File: config.mk
export PLATFORM = sky130hd
export DESIGN_NAME = bcd_seq_conv
export DESIGN_NICKNAME = d
export VERILOG_FILES = /design/src/rtl/bcd_seq_conv.sv
export SDC_FILE = /design/constraint.sdc
export NUM_CORES = 1
export LEC_CHECK = 0
export CORE_AREA = 2 2 123 125
export DETAILED_ROUTE_END_ITERATION = 7
export DIE_AREA = 0 0 125 127
export PLACE_DENSITY_LB_ADDON = 0.3
export SLEW_MARGIN = 20
export SYNTH_ARGS = -nofsm -noshare
export SYNTH_HDL_FRONTEND = slang
export SYNTH_SLANG_ARGS = --single-unit
File: constraint.sdc
create_clock -name clock -period 4.4 [get_ports clock]
set_clock_uncertainty 0.05 [all_clocks]
set_input_delay 0.44 -clock clock [delete_from_list [all_inputs] [get_ports clock]]
set_output_delay 0.44 -clock clock [all_outputs]
set_load 0.02 [all_outputs]
File: src/rtl/bcd_seq_conv.sv
// Sequential binary-to-BCD converter (shift-add-3), one bit per clock.
// Optional two's-complement input with sign/magnitude split and overflow flag.
module bcd_seq_conv #(
   parameter int WIDTH  = 32,
   parameter int DIGITS = 10,
   parameter int SIGNED = 1
) (
   input  logic                  clock,
   input  logic                  reset_n,
   input  logic                  start,
   input  logic [WIDTH-1:0]      numero,
   output logic                  busy,
   output logic                  done,
   output logic [4*DIGITS-1:0]   digits,
   output logic                  neg,
   output logic                  overflow
);

   localparam int BW = 4 * DIGITS;
   localparam int CW = $clog2(WIDTH + 1);

   typedef enum logic [1:0] {
      IDLE,
      SHIFT,
      DONE
   } state_t;

   state_t state, state_nx;

   logic [BW-1:0]    bcd;
   logic [BW-1:0]    adj;
   logic [BW-1:0]    bcd_nx;
   logic [WIDTH-1:0] mag;
   logic [WIDTH-1:0] mag_nx;
   logic [WIDTH-1:0] mag_c;
   logic [CW-1:0]    cnt;
   logic             neg_c;
   logic             neg_w;
   logic             ovf_acc;
   logic             load;
   logic             shift_en;
   logic             fin;

   logic             done_q;
   logic [BW-1:0]    digits_q;
   logic             neg_q;
   logic             ovf_q;

   // capture path: sign split and two's-complement magnitude
   always_comb begin
      neg_c = (SIGNED != 0) && numero[WIDTH-1];
      mag_c = neg_c ? (~numero + WIDTH'(1)) : numero;
   end

   // add-3 correction on every digit that would reach 10 after the shift
   always_comb begin
      adj = bcd;
      for (int i = 0; i < DIGITS; i++) begin
         if (bcd[4*i +: 4] >= 4'd5)
            adj[4*i +: 4] = bcd[4*i +: 4] + 4'd3;
      end
   end

   always_comb begin
      bcd_nx = {adj[BW-2:0], mag[WIDTH-1]};
      mag_nx = {mag[WIDTH-2:0], 1'b0};
   end

   always_ff @(posedge clock or negedge reset_n) begin
      if (!reset_n)
         state <= IDLE;
      else
         state <= state_nx;
   end

   always_comb begin
      state_nx = state;
      load     = 1'b0;
      shift_en = 1'b0;
      fin      = 1'b0;
      unique case (state)
         IDLE: begin
            if (start) begin
               load     = 1'b1;
               state_nx = SHIFT;
            end
         end
         SHIFT: begin
            shift_en = 1'b1;
            if (cnt == CW'(1))
               state_nx = DONE;
         end
         DONE: begin
            fin      = 1'b1;
            state_nx = IDLE;
         end
         default: state_nx = IDLE;
      endcase
   end

   always_ff @(posedge clock or negedge reset_n) begin
      if (!reset_n) begin
         bcd     <= '0;
         mag     <= '0;
         cnt     <= '0;
         neg_w   <= 1'b0;
         ovf_acc <= 1'b0;
      end else if (load) begin
         bcd     <= '0;
         mag     <= mag_c;
         cnt     <= CW'(WIDTH);
         neg_w   <= neg_c;
         ovf_acc <= 1'b0;
      end else if (shift_en) begin
         bcd     <= bcd_nx;
         mag     <= mag_nx;
         cnt     <= cnt - CW'(1);
         ovf_acc <= ovf_acc | adj[BW-1];
      end
   end

   // result registers only move at the end of DONE, so they stay stable
   always_ff @(posedge clock or negedge reset_n) begin
      if (!reset_n) begin
         done_q   <= 1'b0;
         digits_q <= '0;
         neg_q    <= 1'b0;
         ovf_q    <= 1'b0;
      end else begin
         done_q <= fin;
         if (fin) begin
            digits_q <= bcd;
            neg_q    <= neg_w;
            ovf_q    <= ovf_acc;
         end
      end
   end

   assign busy     = (state != IDLE);
   assign done     = done_q;
   assign digits   = digits_q;
   assign neg      = neg_q;
   assign overflow = ovf_q;

endmodule

==> qor.yml <==
outcome: "finished clean"
cts_tree: "yes"
synth_area_leaders: "dfrtp_1, nand2_1, o21ai_0"
worstPathArrival_ns: 2.77
hpwl_um: 9245
crit_path_max_incr_delay_ns: 0.61
synthCells: 670
dp_cells: 898
fmax_mhz: 394.0
final.min_clock_period_ns: 2.538
post-route-drc-count: 0
synth_cell_types: 44
rr_worst_depth: 5
grt_max_degree: 104
p_seq_share_pct: 34.4
path_cells: "clkdlybuf4s50_1, or4_1, or4b_4, o41ai_2, xor2_1, a21oi_1"
drt-wirelength-per-cell_um: 15.04
synthArstFlopShare_pct: 100.0
drt-pass1-iter-count: 5
synth_area_per_cell_um2: 9.672
timing_max_transition_violations_final: 0
synth_edf_count: 0
period_share_pct: 57.69
crit_fanout: 10
htreeDepth: 4
hold_class: "in2async"
swShare_pct: 37.91
seq_area_frac_synth_pct: 48.27
rsz0062_at_grt: "no"
setup_ws_ns: 1.862
r2r_end: "bcd[39]"
clkSinkCount: 125
synth_top_area_share_pct: 48.27
reg2reg_from: "state[1]"
cp.required_ns: 4.63
p_sw_uw: 2254
pwr_density_cell_nw_per_um2: 747.6
vias: 5089
n_fill_cell: 1257
drive_gt1_share_pct: 9.651
pwr-share-clk_pct: 23.4
internal-power_uw: 3692
clk_pin_slew_ns: 0.05
tns_ns: 0
critPathCapture: "mag[30]"
rows: 44
root_buffer: "clkbuf_16"
synth_seq_cells: 125
critPathSlowestCell: "or4b_4"
mappedNetlistArea_um2: 6480
post-cts-setup-buffer-count: 0
gp_congestion: 0.8597
fin_cells: 930
core_area_um2: 14420
worst_pin_slew_ns: 1.048
multi_input_area_um2: 3080
ant_nets: 0
drt_iter0_drc: 329
seq_area_um2: 3128
fp.dieArea_um2: 15880
grt_util_all_layers_pct: 18.42
synth.net_count: 728
cts_hold_buffers: 0
start_kind: "input port"
cp-end-kind: "flip-flop"
initial_core_util_pct: 44.93
antenna_found_initial: 0
ctsLongestPathBuffers: 2
diodes: 0
drv_cap: 0
clock_latency_ns: 0.42
vdd_drop_max_v: 0.0003346
grt_overflow: 0
yosys_warnings: 0
area_delta_synth_final_pct: 22.75
post-synth-top-area-cell: "dfrtp_1"
setup_viol: 0
crit_start: "numero[18]"
dp_slack_ns: 1.421
synth-main-ff-cell: "dfrtp_1"
die_y_um: 127
cts_made_buffers: 17
path_class: "in2reg"
power.share.combinational_pct: 42.1
finalCoreUtilization_pct: 55.14
grt_pass1_vias: 4979
via_per_inst: 5.472
leakage_uw: 0.003462
slew_headroom_pct: 30.11
ios: 79
grt_first_pass_wirelength_um: 23940
hold_viol: 0
die_w_um: 125
fin_nets: 791
rrSetupSlack_ns: 1.95
cts_resized: 0
wl_um: 13990
port_buffers: 78
stage by stage:
stage | instance area [µm²] | power, µW | hold slack [ns]
2_1_floorplan | 6480 | 3759 | 0.09441
3_3_place_gp | 7360 | 4451 | 0.4054
3_5_place_dp | 7360 | 4570 | 0.4188
4_1_cts | 7959 | 5992 | 0.01007
5_1_grt | 7954 | 6427 | 0.03442
6_report | 7954 | 5946 | 0.004039
Yosys cell counts (all sizes together), types with 2 or more instances:
cell type,number
nand2b,13
a22oi,2
a32o,9
inv,26
o41ai,9
nor4,3
or3,3
clkbuf,29
o32ai,8
nor3b,5
mux2i,2
a31oi,4
o311ai,2
xor2,31
nor2b,2
and3,21
o21ai,67
o31ai,20
buf,10
or4,6
or2,2
ha,23
a21oi,45
nor3,7
dfrtp,125
nand3,31
mux2,22
nand2,95
xnor2,15
nor2,25
final cells by class:
class	instances	area share [%]
clock inverter	6	1.007
sequential	125	39.33
clock buffer	26	6.528
inverter	26	1.227
tap	184	2.894
multi-input combinational	479	38.73
timing repair buffer	84	10.29
registers in the layout, summed over array words and instances, names as in the netlist:
signal    flops
bcd          40
digits       40
mag          32
cnt           6
state         2
done          1
neg           1
neg_w         1
overflow      1
ovf_acc       1
layout by cell type, fill, tap and decap left out, types with 8 or more instances in the layout:
master / count
a21oi_1: 45
a32o_1: 9
and3_1: 20
clkbuf_16: 17
clkdlybuf4s50_1: 76
dfrtp_1: 125
ha_1: 23
inv_1: 26
mux2_2: 22
nand2_1: 94
nand2b_1: 11
nand3_1: 31
nor2_1: 25
o21ai_0: 67
o31ai_1: 20
o32ai_1: 8
xnor2_1: 15
xor2_1: 31
per-layer routing:
| metal | track usage (%) | routed length [µm] | part of all wire, % | up-vias |
|---|---|---|---|---|
| li1 | - | - | - | 2495 |
| met4 | 6.340 | 174 | 1.2 | 0 |
| met5 | 0 | 0 | 0 | - |
| met3 | 4.355 | 610 | 4.4 | 15 |
| met1 | 23.81 | 6434 | 46 | 2455 |
| met2 | 30.66 | 6769 | 48 | 124 |
power by group through the flow:
stage / clock network, µW / logic [µW] / registers, µW
after floorplan: 0 / 1620 / 2140
after global routing: 1470 / 2830 / 2130
after global placement: 0 / 2420 / 2040
after CTS: 1420 / 2520 / 2050
after detailed placement: 0 / 2510 / 2060
final: 1390 / 2500 / 2050
worst max-delay path, delay by kind of cell:
family	cells	cell delay, ns
compound gates	2	0.49
xor+xnor	1	0.20
buf+inv	1	0.44
simple gates	2	1.20
worst min path at each step:
stage / depth (start not counted) / endpoint / from / slack (ns)
2_1_floorplan: 0 / bcd[0] / reset_n / 0.09
3_3_place_gp: 2 / neg_w / neg_w / 0.41
3_5_place_dp: 2 / neg_w / neg_w / 0.42
4_1_cts: 1 / digits[35] / reset_n / 0.01
5_1_grt: 1 / digits[35] / reset_n / 0.03
6_report: 1 / digits[33] / reset_n / 0.004
cells by family after synthesis:
group,count (synthesis),share of synthesized area [%]
AO/OA/AOI/OAI,171,16.55
XOR/XNOR,46,6.217
adder cells (fa/ha/maj),23,4.441
buffers and inverters,66,4.499
flip-flops,125,48.27
multiplexers,24,4.132
AND/OR/NAND/NOR,215,15.89
Power figures use the tool's default switching activity.
